`src/rtl/ffram_pkg.sv`:
```
// Shared types and helpers for the flip-flop RAM Wishbone bridge.
package ffram_pkg;

  typedef enum logic [2:0] {
    IDLE,
    RD,
    RMW_RD,
    WR,
    ACK
  } ffram_bridge_state_t;

  // Widest byte-select vector the mask helper supports (128-bit words).
  localparam int unsigned MAX_SEL_W = 16;

  // Expand each byte-select bit into a full byte of mask bits.
  function automatic logic [8*MAX_SEL_W-1:0] sel_to_mask(input logic [MAX_SEL_W-1:0] sel);
    logic [8*MAX_SEL_W-1:0] mask;
    mask = '0;
    for (int unsigned i = 0; i < MAX_SEL_W; i++) begin
      mask[8*i +: 8] = {8{sel[i]}};
    end
    return mask;
  endfunction

endpackage

```
`src/rtl/ffram_wb_bridge.sv`:
```
// Wishbone-classic slave driving a flip-flop RAM native port.
// Partial byte writes are done as read-modify-write since the RAM has no
// byte-write; read data is registered before being returned on the bus.
module ffram_wb_bridge
  import ffram_pkg::*;
#(
  parameter int unsigned WORD_NUM = 256,
  parameter int unsigned WORD_W   = 32,
  parameter int unsigned AD_WIDTH = $clog2(WORD_NUM),
  parameter int unsigned SEL_W    = WORD_W / 8
) (
  input  logic                clk,
  input  logic                nrst,
  input  logic                wbs_cyc_i,
  input  logic                wbs_stb_i,
  input  logic                wbs_we_i,
  input  logic [SEL_W-1:0]    wbs_sel_i,
  input  logic [31:0]         wbs_adr_i,
  input  logic [WORD_W-1:0]   wbs_dat_i,
  output logic                wbs_ack_o,
  output logic [WORD_W-1:0]   wbs_dat_o,
  output logic [WORD_W-1:0]   ram_d_in,
  output logic [WORD_W-1:0]   ram_bit_en,
  output logic [AD_WIDTH-1:0] ram_addr,
  output logic                ram_wb_en,
  output logic                ram_r_en,
  input  logic [WORD_W-1:0]   ram_d_out
);

  ffram_bridge_state_t state_q, state_d;
  logic [AD_WIDTH-1:0] adr_q, adr_d;
  logic [WORD_W-1:0]   dat_q, dat_d;
  logic [SEL_W-1:0]    sel_q, sel_d;
  logic [WORD_W-1:0]   old_q, old_d;
  logic [WORD_W-1:0]   rdat_q, rdat_d;

  logic [8*MAX_SEL_W-1:0] mask_wide;
  logic [WORD_W-1:0]      mask;
  logic                   req;

  assign req       = wbs_cyc_i & wbs_stb_i;
  assign mask_wide = sel_to_mask(MAX_SEL_W'(sel_q));
  assign mask      = mask_wide[WORD_W-1:0];

  if (WORD_W < 8 * MAX_SEL_W) begin : g_mask_pad
    logic unused_mask_hi;
    assign unused_mask_hi = ^mask_wide[8*MAX_SEL_W-1:WORD_W];
  end

  // Only the word-index bits of the byte address matter; the rest alias.
  logic unused_adr;
  assign unused_adr = ^{wbs_adr_i[31:AD_WIDTH+2], wbs_adr_i[1:0]};

  // State and datapath registers.
  always_ff @(posedge clk or negedge nrst) begin
    if (!nrst) begin
      state_q <= IDLE;
      adr_q   <= '0;
      dat_q   <= '0;
      sel_q   <= '0;
      old_q   <= '0;
      rdat_q  <= '0;
    end else begin
      state_q <= state_d;
      adr_q   <= adr_d;
      dat_q   <= dat_d;
      sel_q   <= sel_d;
      old_q   <= old_d;
      rdat_q  <= rdat_d;
    end
  end

  // Next-state and register-load decode; once past IDLE the RAM access runs
  // to completion regardless of cyc/stb so RAM operations stay atomic.
  always_comb begin
    state_d = state_q;
    adr_d   = adr_q;
    dat_d   = dat_q;
    sel_d   = sel_q;
    old_d   = old_q;
    rdat_d  = rdat_q;
    unique case (state_q)
      IDLE: begin
        if (req) begin
          adr_d = wbs_adr_i[AD_WIDTH+1:2];
          dat_d = wbs_dat_i;
          sel_d = wbs_sel_i;
          if (!wbs_we_i)              state_d = RD;
          else if (&wbs_sel_i)        state_d = WR;
          else if (wbs_sel_i == '0)   state_d = ACK;
          else                        state_d = RMW_RD;
        end
      end
      RD: begin
        rdat_d  = ram_d_out;
        state_d = ACK;
      end
      RMW_RD: begin
        old_d   = ram_d_out;
        state_d = WR;
      end
      WR:      state_d = ACK;
      ACK:     state_d = IDLE;
      default: state_d = IDLE;
    endcase
  end

  // RAM port and bus outputs decoded purely from registered state, so an
  // asynchronous reset removes the RAM enable immediately.
  always_comb begin
    ram_wb_en  = 1'b0;
    ram_r_en   = 1'b0;
    ram_bit_en = '0;
    ram_d_in   = '0;
    ram_addr   = adr_q;
    unique case (state_q)
      RD, RMW_RD: begin
        ram_wb_en  = 1'b1;
        ram_r_en   = 1'b1;
        ram_bit_en = '1;
      end
      WR: begin
        ram_wb_en  = 1'b1;
        ram_bit_en = '1;
        // With a full mask this reduces to dat_q, covering full writes too.
        ram_d_in   = (old_q & ~mask) | (dat_q & mask);
      end
      default: ;
    endcase
    wbs_ack_o = (state_q == ACK) & req;
    wbs_dat_o = rdat_q;
  end

endmodule
```
`config.mk`:
```
export PLATFORM = sky130hd
export DESIGN_NAME = ffram_wb_bridge
export DESIGN_NICKNAME = d
export VERILOG_FILES = /design/src/rtl/ffram_pkg.sv /design/src/rtl/ffram_wb_bridge.sv
export SDC_FILE = /design/constraint.sdc
export NUM_CORES = 1
export LEC_CHECK = 0
export ABC_AREA = 0
export BUFFER_PORTS_ARGS = -buffer_cell sky130_fd_sc_hd__buf_2
export CORE_MARGIN = 2
export CORE_UTILIZATION = 45
export DETAILED_ROUTE_END_ITERATION = 6
export GPL_TIMING_DRIVEN = 0
export PLACE_DENSITY = 0.76
export SLEW_MARGIN = 20
export SYNTH_ARGS = -nofsm -noshare
export SYNTH_HDL_FRONTEND = slang
export SYNTH_SLANG_ARGS = --single-unit
export TNS_END_PERCENT = 1
```
`constraint.sdc`:
```
create_clock -name clk -period 2.2 [get_ports clk]
set_input_delay 0.22 -clock clk [delete_from_list [all_inputs] [get_ports clk]]
set_output_delay 0.22 -clock clk [all_outputs]
set_load 0.005 [all_outputs]
```
==> flow_results.xml <==
<?xml version="1.0" encoding="UTF-8"?>
<metrics>
  <group name="outcome">
    <metric name="status" unit="">completed</metric>
  </group>
  <group name="worst_setup_path">
    <metric name="critPathKind" unit="">flop to primary output</metric>
    <metric name="crit_family" unit="">buffers and inverters</metric>
    <metric name="worst-endpoint-required" unit="ns">1.98</metric>
    <metric name="critical_path.cell_chain" unit="">clkbuf_4 -&gt; nor2_1 -&gt; and2_1 -&gt; buf_2 -&gt; buf_4 -&gt; or2_2 -&gt; buf_2</metric>
    <metric name="crit_path_frequent_cell" unit="">buf_2</metric>
    <metric name="worst_ep_arrival_time" unit="ns">1.87</metric>
    <metric name="crit_slowest_cell" unit="">dfrtp_1</metric>
    <metric name="critical_path_peak_fanout" unit="">10</metric>
    <metric name="timing.critical_path.slowest_cell_delay" unit="ns">0.33</metric>
    <metric name="crit-reg2reg-capture" unit="">dat_q[4]</metric>
    <metric name="critical_path.n_buffers_inverters" unit="">4</metric>
    <metric name="critical_path_cell_count" unit="">7</metric>
    <metric name="timing.critical_path.from_type" unit="">flop</metric>
    <metric name="worstReg2RegStart" unit="">state_q[1]</metric>
    <metric name="rr_worst_depth" unit="">4</metric>
    <metric name="end_kind" unit="">primary output</metric>
    <metric name="regToRegSetupSlack" unit="ns">0.22</metric>
  </group>
  <group name="global_route">
    <metric name="first_pass_grt_wire_length" unit="µm">17000</metric>
    <metric name="grt_start_max_net_pins" unit="">64</metric>
    <metric name="groute.usage.overall" unit="%">18.6</metric>
    <metric name="grt.overflow.total" unit="">0</metric>
    <metric name="grt_antenna_before_repair" unit="">0</metric>
    <metric name="number_of_global_route_vias_before_repair" unit="">3470</metric>
  </group>
  <group name="layout">
    <metric name="drive_gt1_share" unit="%">64.3</metric>
    <metric name="layout.cell_area.non_filler" unit="µm²">6320</metric>
    <metric name="final_layout_net_count" unit="">662</metric>
    <metric name="fin_cells" unit="">700</metric>
    <metric name="antenna-diode-count" unit="">0</metric>
    <metric name="finalCoreUtilization" unit="%">58.5</metric>
    <metric name="syn_to_final_growth" unit="%">27.6</metric>
  </group>
  <group name="drt">
    <metric name="met2_routed_length" unit="µm">5470</metric>
    <metric name="vias" unit="">3400</metric>
    <metric name="drt-vias-per-instance" unit="">4.86</metric>
    <metric name="detail_route.first_pass.iterations" unit="">4</metric>
    <metric name="wl_met3" unit="µm">540</metric>
    <metric name="first_iter_violations" unit="">167</metric>
    <metric name="route.layer.met1.wl" unit="µm">4550</metric>
    <metric name="post-route-drc-count" unit="">0</metric>
    <metric name="detail-route-antenna-nets" unit="">0</metric>
    <metric name="finalWirelength" unit="µm">10800</metric>
    <metric name="maxUsedRoutingLayer" unit="">met4</metric>
    <metric name="detail_route.wl_per_cell" unit="µm">15.4</metric>
  </group>
  <group name="timing">
    <metric name="maxSlewViolCount" unit="">0</metric>
    <metric name="final.setup_skew" unit="ns">0.0108</metric>
    <metric name="fin_tns_setup" unit="ns">0</metric>
    <metric name="hold_violations" unit="">0</metric>
    <metric name="period_needed" unit="ns">2.09</metric>
    <metric name="transition_time_at_the_pin_with_the_least_slew_margin" unit="ns">0.814</metric>
    <metric name="period_utilization_post_route" unit="%">95.1</metric>
    <metric name="hold_ws" unit="ns">0.0765</metric>
    <metric name="report.final.setup_viol" unit="">0</metric>
    <metric name="max_freq" unit="MHz">478</metric>
    <metric name="max-slew-margin-rel" unit="%">45.3</metric>
    <metric name="grt_setup_unrepaired" unit="">true</metric>
  </group>
  <group name="clock_network">
    <metric name="cts_made_buffers" unit="">9</metric>
    <metric name="maximum_clock_insertion_buffer_count" unit="">2</metric>
    <metric name="clock_sink_count" unit="">111</metric>
    <metric name="cts.repair_timing.setup_buffer_count" unit="">0</metric>
    <metric name="cts_tree" unit="">done</metric>
    <metric name="cts_root_buf" unit="">clkbuf_8</metric>
    <metric name="clk_transition_reported_paths" unit="ns">0.10</metric>
    <metric name="clk-insertion-delay-late" unit="ns">0.36</metric>
    <metric name="cts.htree.levels" unit="">3</metric>
  </group>
  <group name="floorplan">
    <metric name="die_footprint" unit="µm²">11900</metric>
    <metric name="die_h" unit="µm">109</metric>
    <metric name="coreArea" unit="µm²">10800</metric>
    <metric name="floorplan.io_pins" unit="">212</metric>
    <metric name="placementRows" unit="">38</metric>
    <metric name="die-width" unit="µm">109</metric>
    <metric name="initial_utilization" unit="%">45.9</metric>
  </group>
  <group name="logic_synthesis">
    <metric name="yosysUniqueCellTypes" unit="">23</metric>
    <metric name="synthDominantCellAreaShare" unit="%">56.1</metric>
    <metric name="summed_instance_area_of_the_synthesized_netlist" unit="µm²">4950</metric>
    <metric name="synthesized_net_count" unit="">461</metric>
    <metric name="syn-instance-count" unit="">356</metric>
    <metric name="synth.avg_cell_area" unit="µm²">13.9</metric>
    <metric name="synth-warning-count" unit="">0</metric>
    <metric name="synth_area_leader_cell" unit="">dfrtp_1</metric>
    <metric name="synth.yosys.seq_area_share" unit="%">56.1</metric>
    <metric name="ys_top_cells_by_area" unit="">dfrtp_1 (56%), mux2_2 (24%), mux2i_1 (6.5%), buf_4 (5.5%), nor2_1 (2.7%)</metric>
    <metric name="yosys_reg_bits" unit="">111</metric>
  </group>
  <group name="place">
    <metric name="port_buffers" unit="">187</metric>
    <metric name="routabilityCongestion" unit="">0.802</metric>
    <metric name="dpl_wire_length" unit="µm">8170</metric>
    <metric name="dpl-instance-area" unit="µm²">6110</metric>
    <metric name="placedCellCount" unit="">685</metric>
  </group>
  <group name="power_and_ir_drop">
    <metric name="powerDensity" unit="nW/µm²">1380</metric>
    <metric name="leakage" unit="nW">3.18</metric>
    <metric name="vdd_ir_drop_max" unit="µV">712</metric>
  </group>
  <group name="hold_path">
    <metric name="min_from" unit="">wbs_dat_i[14]</metric>
    <metric name="worst_hold_path_type" unit="">input pin to flop</metric>
    <metric name="hold-path-cell-count" unit="">2</metric>
    <metric name="min_delay_worst_endpoint" unit="">dat_q[14]</metric>
  </group>
  <group name="run">
    <metric name="maxCapViolCount" unit="">0</metric>
  </group>
</metrics>
report_power, final:
group	switching [mW]	leakage [nW]	total [mW]	internal, mW
logic	1.57	1.78	4.01	2.44
clock network	0.649	0.0905	1.15	0.496
registers	0.494	1.31	3.57	3.08
total	2.71	3.18	8.72	6.01
cells by family after synthesis:
group / share of synthesized area [%]
buffers and inverters: 7.78
and+or+nand+nor: 4.47
muxes: 31.0
DFF: 56.1
AOI/OAI and AO/OA: 0.607
cells in the mapped netlist:
cell type / count
a41o_1: 1
mux2i_1: 32
nor3_1: 1
nor2_1: 36
nor3_2: 1
or2_2: 1
inv_1: 2
buf_4: 36
or4_1: 1
buf_2: 5
buf_6: 5
dfrtp_1: 111
clkbuf_1: 7
nor4_4: 1
and2_1: 1
nand3b_1: 1
nand4_1: 1
nor4b_1: 1
nand2_1: 2
o41a_1: 1
mux2_2: 105
mux2_1: 3
a41oi_1: 1
repair_timing:
action,CTS,global route
endpoints found under the hold margin,48,0
endpoints found under the setup margin,0,23
gates resized for setup,0,9
hold buffers,1,0
state kept, by name, indices dropped and copies added, names as in the netlist:
signal,count
dat_q,32
wbs_dat_o,32
state_q,3
old_q,32
sel_q,4
ram_addr,8
metrics by stage:
step           setup slack, ns  total power, mW
2_1_floorplan            0.117             6.25
3_3_place_gp            -0.325             7.44
3_5_place_dp             0.185             7.67
4_1_cts                 0.0362             8.82
5_1_grt                -0.0139             9.38
6_report                 0.109             8.72
layout make-up:
type | count | area [µm²]
Timing Repair Buffer | 190 | 995
Multi-Input combinational cell | 190 | 1800
Buffer | 53 | 385
Fill cell | 903 | 4470
Tap cell | 140 | 175
Clock buffer | 12 | 165
Inverter | 2 | 7.51
Sequential cell | 111 | 2780
Clock inverter | 2 | 16.3
cells in the final DEF (no fill, tap or decap):
master / n
or2_2: 1
buf_8: 1
buf_4: 37
clkbuf_8: 12
clkbuf_2: 1
and2_1: 1
buf_2: 190
nor2_1: 35
clkbuf_4: 1
nor3_1: 1
o41a_1: 1
nor2_2: 1
dfrtp_1: 111
nand3b_1: 1
buf_6: 6
nand4_1: 1
nor4_4: 1
nor3_4: 1
buf_16: 1
clkinv_4: 1
nand2_1: 2
nor4b_1: 1
mux2_1: 3
clkbuf_1: 5
dlygate4sd3_1: 1
a41oi_1: 1
mux2_2: 105
or4_1: 1
clkinvlp_4: 1
inv_1: 2
mux2i_1: 32
a41o_1: 1
worst max-delay path by stage:
stage / start / end
2_1_floorplan: state_q[2] / ram_bit_en[0]
3_3_place_gp: nrst / old_q[4]
3_5_place_dp: state_q[1] / dat_q[4]
4_1_cts: state_q[2] / ram_d_in[20]
5_1_grt: state_q[2] / ram_d_in[1]
6_report: state_q[2] / ram_r_en
per-layer routing:
| metal | global-route usage [%] | up-vias |
|---|---|---|
| met1 | 23.0 | 1674 |
| met5 | 0 | - |
| li1 | - | 1592 |
| met4 | 6.78 | 0 |
| met3 | 3.11 | 19 |
| met2 | 32.5 | 115 |
(Power assumes the default switching activity.)
